File: src/rtl/regmap_pkg.sv
// Shared definitions for the 4-bit register map and its bus bridge.
//   AW_DEF / DW_DEF   : default address / data widths of the register map.
//   REGMAP_MAX_ADDR   : highest implemented register address.
//   state_t           : bridge FSM states.
package regmap_pkg;

  localparam int AW_DEF          = 3;
  localparam int DW_DEF          = 4;
  localparam int REGMAP_MAX_ADDR = 1;

  typedef enum logic [1:0] {
    IDLE,
    ISSUE,
    WAIT,
    RESP
  } state_t;

endpackage

File: src/rtl/regmap_bus_bridge.sv
// Bus bridge in front of the register map. Accepts one valid/ready request
// at a time, turns it into a single-cycle WRITE or READ strobe with
// registered ADDR / WRITE_DATA, samples READ_DATA RD_LAT cycles after the
// READ strobe, and returns the result on a backpressurable response channel.
// Addresses above MAX_ADDR are answered with RSP_ERR and never strobed.
//
// Ports:
//   CLK, RST                     clock (rising edge), synchronous active-high reset
//   REQ_VALID/REQ_READY          request handshake
//   REQ_WRITE, REQ_ADDR, REQ_WDATA  request payload
//   RSP_VALID/RSP_READY          response handshake
//   RSP_RDATA, RSP_ERR           response payload
//   WRITE, READ                  one-cycle strobes to the register map
//   ADDR, WRITE_DATA             registered address / write data to the map
//   READ_DATA                    read data from the map
module regmap_bus_bridge
  import regmap_pkg::*;
#(
  parameter int AW       = AW_DEF,
  parameter int DW       = DW_DEF,
  parameter int MAX_ADDR = REGMAP_MAX_ADDR,
  parameter int RD_LAT   = 1
) (
  input  logic          CLK,
  input  logic          RST,
  input  logic          REQ_VALID,
  output logic          REQ_READY,
  input  logic          REQ_WRITE,
  input  logic [AW-1:0] REQ_ADDR,
  input  logic [DW-1:0] REQ_WDATA,
  output logic          RSP_VALID,
  input  logic          RSP_READY,
  output logic [DW-1:0] RSP_RDATA,
  output logic          RSP_ERR,
  output logic          WRITE,
  output logic          READ,
  output logic [AW-1:0] ADDR,
  output logic [DW-1:0] WRITE_DATA,
  input  logic [DW-1:0] READ_DATA
);

  localparam logic [AW-1:0] MAX_A    = AW'(MAX_ADDR);
  localparam int            LAT_M1   = (RD_LAT > 0) ? RD_LAT - 1 : 0;
  localparam logic [2:0]    LAT_LOAD = 3'(LAT_M1);

  state_t     state;
  logic       is_write;
  logic [2:0] lat_cnt;
  logic       req_in_range;

  assign req_in_range = (REQ_ADDR <= MAX_A);

  // NOTE: every register here is assigned with <= so all of them update
  // together on the edge; a blocking = would let later statements see the
  // new value within the same edge and silently reorder the pipeline.
  always_ff @(posedge CLK) begin
    if (RST) begin
      state      <= IDLE;
      is_write   <= 1'b0;
      lat_cnt    <= '0;
      REQ_READY  <= 1'b0;
      RSP_VALID  <= 1'b0;
      RSP_RDATA  <= '0;
      RSP_ERR    <= 1'b0;
      WRITE      <= 1'b0;
      READ       <= 1'b0;
      ADDR       <= '0;
      WRITE_DATA <= '0;
    end else begin
      // Strobes are single-cycle pulses; they only rise on the accept edge.
      WRITE <= 1'b0;
      READ  <= 1'b0;

      case (state)
        IDLE: begin
          REQ_READY <= 1'b1;
          if (REQ_VALID && REQ_READY) begin
            is_write   <= REQ_WRITE;
            ADDR       <= REQ_ADDR;
            WRITE_DATA <= REQ_WDATA;
            REQ_READY  <= 1'b0;
            // Outputs are registered, so the strobe for the ISSUE cycle is
            // decided here from the request being accepted.
            WRITE      <= REQ_WRITE && req_in_range;
            READ       <= !REQ_WRITE && req_in_range;
            state      <= ISSUE;
          end
        end

        ISSUE: begin
          if (ADDR > MAX_A) begin
            RSP_ERR   <= 1'b1;
            RSP_RDATA <= '0;
            RSP_VALID <= 1'b1;
            state     <= RESP;
          end else if (is_write) begin
            RSP_RDATA <= '0;
            RSP_VALID <= 1'b1;
            state     <= RESP;
          end else if (RD_LAT == 0) begin
            // Zero latency: the map answers within the READ cycle itself.
            RSP_RDATA <= READ_DATA;
            RSP_VALID <= 1'b1;
            state     <= RESP;
          end else begin
            lat_cnt <= LAT_LOAD;
            state   <= WAIT;
          end
        end

        WAIT: begin
          if (lat_cnt == 3'd0) begin
            RSP_RDATA <= READ_DATA;
            RSP_VALID <= 1'b1;
            state     <= RESP;
          end else begin
            lat_cnt <= lat_cnt - 3'd1;
          end
        end

        RESP: begin
          if (RSP_READY) begin
            RSP_VALID <= 1'b0;
            RSP_ERR   <= 1'b0;
            REQ_READY <= 1'b1;
            state     <= IDLE;
          end
        end

        default: state <= IDLE;
      endcase
    end
  end

endmodule

File: config.mk
export PLATFORM = sky130hd
export DESIGN_NAME = regmap_bus_bridge
export DESIGN_NICKNAME = d
export VERILOG_FILES = /design/src/rtl/regmap_pkg.sv /design/src/rtl/regmap_bus_bridge.sv
export SDC_FILE = /design/constraint.sdc
export NUM_CORES = 1
export LEC_CHECK = 0
export BUFFER_PORTS_ARGS = -buffer_cell sky130_fd_sc_hd__buf_4
export CAP_MARGIN = 20
export CELL_PAD_IN_SITES_DETAIL_PLACEMENT = 0
export CELL_PAD_IN_SITES_GLOBAL_PLACEMENT = 1
export CORE_MARGIN = 4
export CORE_UTILIZATION = 38
export CTS_BUF_LIST = sky130_fd_sc_hd__clkbuf_4
export CTS_CLUSTER_SIZE = 28
export DETAILED_ROUTE_END_ITERATION = 10
export PLACE_DENSITY_LB_ADDON = 0.1
export SETUP_SLACK_MARGIN = 0.02
export SLEW_MARGIN = 20
export SYNTH_ARGS = -nofsm -noshare
export SYNTH_HDL_FRONTEND = slang
export SYNTH_SLANG_ARGS = --single-unit
File: constraint.sdc
create_clock -name CLK -period 1.9 [get_ports CLK]
set_clock_uncertainty 0.05 [all_clocks]
set_input_delay 0.19 -clock CLK [delete_from_list [all_inputs] [get_ports CLK]]
set_output_delay 0.19 -clock CLK [all_outputs]
set_load 0.01 [all_outputs]
==> impl_metrics.py <==
metrics = {
    "detailed_routing": {
        "via_per_inst": 5.30,
        "drcViolationCount": 0,
        "wl_per_cell_um": 13.3,
        "ant_nets": 0,
        "drt_wl_total_um": 2450,
        "drt-initial-drc-count": 19,
        "num_vias": 981,
        "drt_first_pass_iters": 4,
    },
    "layout": {
        "ff_latch_area_um2": 440,
        "num_antenna_cells": 0,
        "fillers": 262,
        "drive_above_1_share_pct": 25.3,
        "multi_input_area_um2": 574,
        "areaGrowthSynthToFinish_pct": 25.8,
        "nets": 177,
    },
    "critical_path": {
        "rrSetupSlack_ns": 0.13,
        "r2r-start": "state[0]",
        "reg2reg_to": "RSP_VALID",
        "cp-start-kind": "register",
        "worst-r2r-cell-count": 5,
        "startpoint": "state[0]",
        "critPathCaptureType": "register",
        "arrival_ns": 1.96,
        "cp_max_fo": 12,
        "crit_type": "reg -> reg",
        "cp.required_ns": 2.09,
        "crit_path_end": "RSP_VALID",
    },
    "synthesis": {
        "ys_async_sr_fraction_pct": 0,
        "seq_area_frac_synth_pct": 41.1,
        "synth_nets": 144,
        "netlist-cell-type-count": 36,
        "synth_ff_type": "dfxtp_1",
        "ys.warnings.count": 0,
        "syn_area_um2": 1070,
        "ys_seq_elements": 22,
        "synth_edf_count": 0,
        "syn_inst": 122,
        "syn_area_per_cell_um2": 8.79,
    },
    "sta": {
        "max_freq_mhz": 567,
        "fin_crit_sh_pct": 92.9,
        "maxSlewHeadroom_pct": 64.9,
        "hold_viol": 0,
        "report.final.slew_viol_count": 0,
        "tns_ns": 0,
        "setup_ws_ns": 0.135,
        "min_period_ns": 1.77,
        "setup_violations": 0,
        "worstMarginPinSlew_ns": 0.526,
        "rsz0062_at_grt": "false",
    },
    "global_routing": {
        "grt_pass1_wl_um": 4070,
        "first_global_vias": 892,
        "overflow": 0,
        "antenna_found_initial": 0,
        "grt_use_total_pct": 14.2,
        "grt_max_degree": 20,
    },
    "cts": {
        "cts_resized": 0,
        "numCtsBuffers": 3,
        "cts-root-buf": "clkbuf_4",
        "cts_tree": "yes",
        "clk_path_buf_depth": 2,
        "clk_pin_slew_ns": 0.12,
        "cts_sinks": 22,
        "insertion_delay_ns": 0.30,
        "htreeDepth": 1,
    },
    "die": {
        "top_level_ports": 32,
        "die_x_um": 61.1,
        "core_area_um2": 2730,
        "rows": 19,
        "initial_utilization_pct": 39.2,
        "dieArea_um2": 3740,
        "die_y_um": 61.1,
    },
    "place": {
        "dp_hpwl_um": 1850,
        "gp_congestion": 0.836,
        "pre_cts_slack_ns": 0.172,
        "port_buffers": 31,
    },
    "hold_path": {
        "whs_path_depth": 3,
        "hold_path_class": "in -> reg",
    },
    "power_and_ir_drop": {
        "p_switching_mw": 0.541,
        "ir_worst_vdd_uv": 629,
        "power.share.sequential_pct": 42.3,
        "p_leak_nw": 0.555,
        "powerDensity_nw_per_um2": 1070,
        "comb_power_share_pct": 42.4,
        "pwr-share-clk_pct": 15.3,
        "switching_share_pct": 37.4,
        "p_int_mw": 0.905,
    },
    "status": {
        "outcome": "finished, final reports clean",
    },
    "run": {
        "timing.max_cap.violations": 0,
    },
}
[worst max-delay path, cell delays in order, from the launching register on]
cell     delay (ns)
dfxtp_1        0.42
inv_1          0.08
ha_1           0.34
nor2b_1        0.22
or4_1          0.47
a21oi_1        0.12
[power by group through the flow]
| stage | logic, mW | clock network, mW | registers (mW) |
|---|---|---|---|
| after floorplan | 0.401 | 0 | 0.630 |
| after global placement | 0.603 | 0 | 0.615 |
| after detailed placement | 0.612 | 0 | 0.619 |
| after CTS | 0.616 | 0.235 | 0.611 |
| after global routing | 0.688 | 0.247 | 0.624 |
| final | 0.613 | 0.222 | 0.611 |
[how the worst min path moves through the flow]
stage | from | endpoint | slack (ns)
3_3_place_gp | REQ_WRITE | READ | 0.31
3_5_place_dp | REQ_WRITE | READ | 0.32
6_report | REQ_ADDR[0] | ADDR[0] | 0.07
2_1_floorplan | REQ_WRITE | READ | 0.21
4_1_cts | REQ_WDATA[3] | WRITE_DATA[3] | 0.06
5_1_grt | REQ_ADDR[0] | ADDR[0] | 0.07
[through the flow]
step	instances	util [%]	total power [mW]	hold slack [ns]	area [um2]
after floorplan	122	-	1.03	0.212	1070
final	185	49.3	1.45	0.0727	1350
after global routing	185	49.3	1.56	0.0687	1350
after detailed placement	180	48.0	1.23	0.317	1310
after global placement	180	48.0	1.22	0.315	1310
after CTS	185	49.3	1.46	0.0586	1350
[layer usage]
metal  up-vias  GRT usage [%]  share of wire, %
met5         -              0                 0
met4         0           4.64              0.69
met3         2           1.89               3.9
met2        17           23.6                48
met1       456           19.0                47
li1        506              -                 -
[cell usage in the layout (no fill, tap or decap), drive strengths merged, types with 2 or more instances in the layout]
cell,Yosys,final
o31ai,2,2
a21oi,18,18
buf,3,31
nor2,2,2
inv,7,7
nor3,2,2
nor4b,3,3
a31oi,2,2
nand2b,2,2
o41ai,2,2
nand2,18,18
clkbuf,1,3
or2,2,2
nor2b,2,2
nand4,5,5
ha,6,6
o21a,3,3
dfxtp,22,22
o21ai,5,5
and3,3,3
[layout make-up]
type / count / area share, %
Multi-Input combinational cell: 89 / 42.6
Inverter: 7 / 1.95
Clock buffer: 3 / 1.67
Clock inverter: 1 / 0.278
Sequential cell: 22 / 32.7
Timing Repair Buffer: 32 / 18.0
Tap cell: 31 / 2.88
[kinds of logic (layout without fill, tap and decap cells)]
kind of cell    Yosys count  after routing  share of synthesized area, %
flops                    22             22                          41.1
mux                       1              1                         0.934
simple gates             44             44                          23.1
fa+ha+maj                 6              6                          7.00
compound gates           38             38                          22.5
buf+inv                  11             43                          5.37
[state kept, by name, summed over array words and instances, names as in the netlist]
signal      count
RSP_RDATA       4
ADDR            3
lat_cnt         3
RSP_VALID       1
is_write        1
READ            1
REQ_READY       1
WRITE_DATA      4
RSP_ERR         1
state           2
WRITE           1
[Yosys cell counts, types with 2 or more instances]
| cell type | number | area (um2) |
|---|---|---|
| and3_1 | 3 | 18.8 |
| ha_1 | 6 | 75.1 |
| nand2b_1 | 2 | 12.5 |
| nand4_1 | 5 | 31.3 |
| o21a_1 | 3 | 22.5 |
| nor3_1 | 2 | 10.0 |
| buf_2 | 2 | 10.0 |
| o21ai_0 | 5 | 25.0 |
| nor4b_1 | 2 | 17.5 |
| nor2b_1 | 2 | 12.5 |
| o41ai_1 | 2 | 17.5 |
| inv_1 | 7 | 26.3 |
| a21oi_1 | 18 | 90.1 |
| nand2_1 | 18 | 67.6 |
| dfxtp_1 | 22 | 440 |
| a31oi_1 | 2 | 12.5 |
| nor2_1 | 2 | 7.51 |
[what timing repair did]
item,CTS,global route
buffers inserted,0,0
hold endpoints to repair,1,0
hold buffers,1,0
Power figures use the tool's default switching activity.
